$ cat src/rtl/sc_backg_sequencer.sv
// +--------------------------------------------------------------------------+
// | sc_backg_sequencer: Moore background-scroll controller (lanes/lives/pause)|
// | Rev 1.0                                                                  |
// +--------------------------------------------------------------------------+
`default_nettype none

module sc_backg_sequencer #(
  parameter int               LANES      = 2,
  parameter logic [LANES-1:0] LANE_DIR   = '0,
  parameter int               LIVES_INIT = 3,
  parameter int               LIVES_W    = 2,
  parameter int               CRASH_HOLD = 8,
  parameter int               HOLD_W     = 4
) (
  input  logic                 CLOCK_50,
  input  logic                 RESET_InHigh,
  input  logic                 startButton_InLow,
  input  logic                 pauseButton_InLow,
  input  logic [LANES-1:0]     T0_InLow,
  input  logic                 crash_InLow,
  output logic                 clear_OutLow,
  output logic                 load_OutLow,
  output logic [2*LANES-1:0]   shiftselection_Out,
  output logic                 upcount_OutLow,
  output logic [LIVES_W-1:0]   lives_Out,
  output logic                 paused_OutHigh,
  output logic                 gameOver_OutHigh
);

  typedef enum logic [3:0] {
    S_RESET  = 4'd0,
    S_START  = 4'd1,
    S_IDLE   = 4'd2,
    S_INIT   = 4'd3,
    S_LOAD   = 4'd4,
    S_WREL   = 4'd5,
    S_CHECK  = 4'd6,
    S_SHIFT  = 4'd7,
    S_COUNT  = 4'd8,
    S_CRASH  = 4'd9,
    S_HOLD   = 4'd10,
    S_PREL   = 4'd11,
    S_PAUSED = 4'd12,
    S_RREL   = 4'd13,
    S_LOSE   = 4'd14
  } state_t;

  state_t               state_q, state_d;
  logic [LIVES_W-1:0]   lives_q, lives_d;
  logic [LANES-1:0]     mask_q, mask_d;
  logic                 in_hold_q, in_hold_d;
  logic [HOLD_W-1:0]    holdoff_q, holdoff_d;

  logic                 clear_q, load_q, upcount_q, paused_q, gameover_q;
  logic [2*LANES-1:0]   sel_q;
  logic [2*LANES-1:0]   w_shift_code_d;

  logic [LANES-1:0]     w_tick;
  logic                 w_any_tick;

  assign w_tick     = ~T0_InLow;
  assign w_any_tick = |w_tick;

  always_comb begin
    state_d   = state_q;
    lives_d   = lives_q;
    mask_d    = mask_q;
    in_hold_d = in_hold_q;
    holdoff_d = holdoff_q;

    // Holdoff runs down across the whole post-crash window, including its shift/count detours.
    if (in_hold_q && (state_q == S_HOLD || state_q == S_SHIFT || state_q == S_COUNT) &&
        holdoff_q != '0)
      holdoff_d = holdoff_q - HOLD_W'(1);

    case (state_q)
      S_RESET:  state_d = S_START;
      S_START:  state_d = S_IDLE;
      S_IDLE:   if (!startButton_InLow) state_d = S_INIT;
      S_INIT: begin
        lives_d   = LIVES_W'(LIVES_INIT);
        in_hold_d = 1'b0;
        state_d   = S_LOAD;
      end
      S_LOAD:   state_d = S_WREL;
      S_WREL:   if (startButton_InLow) state_d = S_CHECK;
      S_CHECK: begin
        if (!startButton_InLow)      state_d = S_INIT;
        else if (!crash_InLow)       state_d = S_CRASH;
        else if (!pauseButton_InLow) state_d = S_PREL;
        else if (w_any_tick) begin
          state_d = S_SHIFT;
          mask_d  = w_tick;
        end
        else                         state_d = S_COUNT;
      end
      S_SHIFT:  state_d = S_COUNT;
      S_COUNT:  state_d = in_hold_q ? S_HOLD : S_CHECK;
      S_CRASH: begin
        lives_d = (lives_q != '0) ? lives_q - LIVES_W'(1) : '0;
        if (lives_q <= LIVES_W'(1)) begin
          state_d = S_LOSE;
        end else begin
          state_d   = S_HOLD;
          in_hold_d = 1'b1;
          holdoff_d = HOLD_W'(CRASH_HOLD - 1);
        end
      end
      S_HOLD: begin
        if (holdoff_q == '0) begin
          state_d   = S_CHECK;
          in_hold_d = 1'b0;
        end else if (w_any_tick) begin
          state_d = S_SHIFT;
          mask_d  = w_tick;
        end else begin
          state_d = S_COUNT;
        end
      end
      S_PREL:   if (pauseButton_InLow) state_d = S_PAUSED;
      S_PAUSED: begin
        if (!startButton_InLow)      state_d = S_INIT;
        else if (!pauseButton_InLow) state_d = S_RREL;
      end
      S_RREL:   if (pauseButton_InLow) state_d = S_CHECK;
      S_LOSE:   if (!startButton_InLow) state_d = S_INIT;
      default:  state_d = S_RESET;
    endcase
  end

  for (genvar i = 0; i < LANES; i++) begin : g_lane
    assign w_shift_code_d[2*i +: 2] = !mask_d[i] ? 2'b11 :
                                      (LANE_DIR[i] ? 2'b01 : 2'b10);
  end

  // Outputs are decoded from the next state so they line up with the state register.
  always_ff @(posedge CLOCK_50 or posedge RESET_InHigh) begin
    if (RESET_InHigh) begin
      state_q    <= S_RESET;
      lives_q    <= '0;
      mask_q     <= '0;
      in_hold_q  <= 1'b0;
      holdoff_q  <= '0;
      clear_q    <= 1'b1;
      load_q     <= 1'b1;
      sel_q      <= '1;
      upcount_q  <= 1'b1;
      paused_q   <= 1'b0;
      gameover_q <= 1'b0;
    end else begin
      state_q    <= state_d;
      lives_q    <= lives_d;
      mask_q     <= mask_d;
      in_hold_q  <= in_hold_d;
      holdoff_q  <= holdoff_d;
      clear_q    <= !(state_d == S_INIT || state_d == S_CRASH || state_d == S_LOSE);
      load_q     <= (state_d != S_LOAD);
      sel_q      <= (state_d == S_LOAD)  ? '0 :
                    (state_d == S_SHIFT) ? w_shift_code_d : '1;
      upcount_q  <= (state_d != S_COUNT);
      paused_q   <= (state_d == S_PREL || state_d == S_PAUSED || state_d == S_RREL);
      gameover_q <= (state_d == S_LOSE);
    end
  end

  assign clear_OutLow       = clear_q;
  assign load_OutLow        = load_q;
  assign shiftselection_Out = sel_q;
  assign upcount_OutLow     = upcount_q;
  assign lives_Out          = lives_q;
  assign paused_OutHigh     = paused_q;
  assign gameOver_OutHigh   = gameover_q;

endmodule

`default_nettype wire
$ cat config.mk
export PLATFORM = sky130hd
export DESIGN_NAME = sc_backg_sequencer
export DESIGN_NICKNAME = d
export VERILOG_FILES = /design/src/rtl/sc_backg_sequencer.sv
export SDC_FILE = /design/constraint.sdc
export NUM_CORES = 1
export LEC_CHECK = 0
export BUFFER_PORTS_ARGS = -buffer_cell sky130_fd_sc_hd__buf_2
export CORE_ASPECT_RATIO = 1.4
export CORE_MARGIN = 5
export CORE_UTILIZATION = 40
export DETAILED_ROUTE_END_ITERATION = 8
export GPL_TIMING_DRIVEN = 1
export PLACE_DENSITY_LB_ADDON = 0.15
export SETUP_SLACK_MARGIN = 0.5
export SLEW_MARGIN = 25
export SYNTH_ARGS = -nofsm -noshare
export SYNTH_HDL_FRONTEND = slang
export SYNTH_SLANG_ARGS = --single-unit
export TNS_END_PERCENT = 20
$ cat constraint.sdc
create_clock -name CLOCK_50 -period 3.1 [get_ports CLOCK_50]
set_clock_uncertainty 0.1 [all_clocks]
set_input_delay 0.62 -clock CLOCK_50 [delete_from_list [all_inputs] [get_ports CLOCK_50]]
set_output_delay 0.62 -clock CLOCK_50 [all_outputs]
set_load 0.02 [all_outputs]
==> results.yml <==
outcome:
  status: "complete, no violations"
timing:
  fin_setup_tns_ps: 0
  worst_pin_slew_ps: 697
  rsz0062_at_grt: "false"
  drv_slew: 0
  fmax_ghz: 0.417
  hold_violations: 0
  finalSetupViolCount: 0
  period_share: 0.774
  fin_hold_ws_ps: 367
  final.setup.worst_slack_ps: 699
  relSlewSlack: 0.535
  min_period_ps: 2400
power:
  seqPwrFrac: 0.352
  swShare: 0.450
  comb_power_share: 0.508
  power.switching_w: 0.000610
  total_leakage_power_nw: 0.549
  p_clk_frac: 0.139
  finalPower_w: 0.00136
  p_int_w: 0.000747
  vdd_drop_max_uv: 549
  powerDensity_nw_per_um2: 1010
layout:
  regArea_sq_um: 457
  multiInputGateArea_sq_um: 669
  synthToLayoutAreaGrowth_pct: 11.2
  drive_gt1_frac: 0.268
  final_cell_mix: "buf_2 (17), nand2_1 (14), dfrtp_1 (13)"
  nets: 158
  antennaDiodeCount: 0
  layout_commonest_cell: "buf_2"
  fillers: 297
  stdcell_count: 186
grt:
  antenna_found_initial: 0
  grt_pass1_wl_microns: 4490
  grt_pass1_vias: 978
  grt-ovfl-total: 0
  grt_usage: 0.133
  grt_max_degree: 19
placed_design:
  place_congestion: 0.876
  io_buffers: 17
  dp_cells: 182
  dpl_worst_slack_ps: 714
  detailed_place_hpwl_microns: 2020
synthesis:
  synth_cell_types: 49
  synth_top_family_by_area: "simple AND/OR/NAND/NOR gates"
  synthSimpleGateAreaFrac: 0.315
  synthCells: 136
  synth.net_count: 144
  synth.area.mux_share: 0.00928
  synth.avg_cell_area_sq_um: 8.92
  ys_ff_latch: 18
  synth_area_sq_um: 1210
  synth_warnings: 0
  ys_seq_area_frac: 0.376
  synth_edf_count: 0
  async_flop_share: 1.00
  synth_compound_area_frac: 0.202
  synth_adder_area_share: 0.0103
  synth-xor-area-share: 0.0144
  synthFlopType: "dfrtp_1"
setup_path:
  endpoint_kind: "flop"
  worstPathArrival_ps: 2470
  path_class: "flop to flop"
  cp_num_buf_inv: 1
  critical_path.top_delay_family: "flip-flops"
  slowest_delay_ps: 710
  path_cells: "inv_1 -> a21oi_1 -> nor3_1 -> a2111o_1 -> or4b_4"
  start_kind: "flop"
  worstPathMaxFanout: 16
  slowest_stage: "dfrtp_1"
  critPathRequiredTime_ps: 3170
routing:
  ant_nets: 0
  wire_per_inst_microns: 14.2
  drt_wl_total_microns: 2640
  routed-via-count: 1025
  drt_iter0_drc: 16
  dr.pass1.iters: 4
  drc: 0
  viasPerCell: 5.51
die:
  dieHeight_microns: 75.2
  rows: 23
  fp.dieW_microns: 56.6
  core-area_sq_um: 2910
  initial_core_util: 0.418
  dieArea_sq_um: 4250
  ios: 18
run:
  maxCapViolCount: 0
clock_tree:
  clk_pin_slew_worst_paths_ps: 80
  cts_made_buffers: 3
  cts.sinks: 18
  cts_buffer_depth: 2
  post_cts_resized: 0
  cts_tree: "built"
  cts_hold_buf: 0
  insertion_delay_ps: 250
  htreeDepth: 1
  post-cts-setup-buffer-count: 0
  root_buffer: "clkbuf_8"
hold_path:
  hp-class: "input port to async pin"
==> layer usage <==
layer	track usage	part of all wire
met2	0.240	0.54
met1	0.165	0.42
met3	0.0223	0.027
met5	0	0
met4	0.0343	0.0087
==> registers in the layout, summed over array words and instances (netlist names), 2 cells and up <==
register	cells
holdoff_q	4
state_q	4
shiftselection_Out	3
lives_Out	2
==> synth_stat cells (2+ instances only) <==
cell       n  area (sq um)
buf_2      4          20.0
nor2_1    10          37.5
o22ai_1    2          12.5
o21a_1     2          15.0
nand3b_1   2          15.0
nand2_1   14          52.6
o21ai_0    7          35.0
dfrtp_1   13           325
buf_4      5          37.5
nor2b_1    6          37.5
inv_2      2          7.51
xnor2_1    2          17.5
a21oi_1    7          35.0
dfstp_2    5           131
nor3_1     3          15.0
inv_1      6          22.5
o21ai_1    3          15.0
nand3_1    5          25.0
a31oi_1    3          18.8
a211o_1    2          17.5
nor3b_1    4          30.0
nand4b_1   2          17.5
==> path summary, 6_finish.rpt <==
kind                                   start  slack (ps)  cells past startpoint        endpoint
max in group asynchronous       RESET_InHigh        2080                      2    holdoff_q[2]
worst max-delay path              state_q[3]         700                      5  upcount_OutLow
min in group CLOCK_50           lives_Out[1]         430                      1    lives_Out[1]
worst min-delay path            RESET_InHigh         370                      2      state_q[1]
worst max register to register    state_q[3]         700                      5  upcount_OutLow
worst min register to register  lives_Out[1]         430                      1    lives_Out[1]
==> per-stage QoR <==
| stage | util | cell area (sq um) |
|---|---|---|
| finish | 0.464 | 1350 |
| global route | 0.464 | 1350 |
| CTS | 0.464 | 1350 |
| detailed placement | 0.446 | 1290 |
| global placement | 0.446 | 1290 |
| floorplan | - | 1210 |
==> logic make-up (layout without fill, tap and decap cells) <==
logic type / Yosys count / count (layout)
muxes: 1 / 1
and+or+nand+nor: 62 / 62
xor gates and xnor gates: 2 / 2
AOI/OAI and AO/OA: 35 / 35
buffers and inverters: 17 / 30
DFF: 18 / 18
adders and majority gates: 1 / 1
==> power by group through the flow <==
stage	combinational [W]	clock (W)	sequential, W
CTS	0.000699	0.000194	0.000476
global placement	0.000686	0	0.000474
global route	0.000767	0.000214	0.000498
floorplan	0.000590	0	0.000442
finish	0.000690	0.000189	0.000478
detailed placement	0.000699	0	0.000480
==> final cells by class <==
type	count	area share
clock buffer	4	0.0408
tap	37	0.0343
sequential	18	0.338
timing repair buffer	18	0.0686
multi-input combinational	101	0.496
inverter	8	0.0222
==> worst reg2reg max path: cells and delay by family (launching register included) <==
| kind | cells | cell delay (ps) |
|---|---|---|
| DFF | 1 | 710 |
| AOI/OAI and AO/OA | 2 | 670 |
| and+or+nand+nor | 2 | 630 |
| buffers and inverters | 1 | 210 |
No activity file was read; power rests on OpenSTA's default activity.
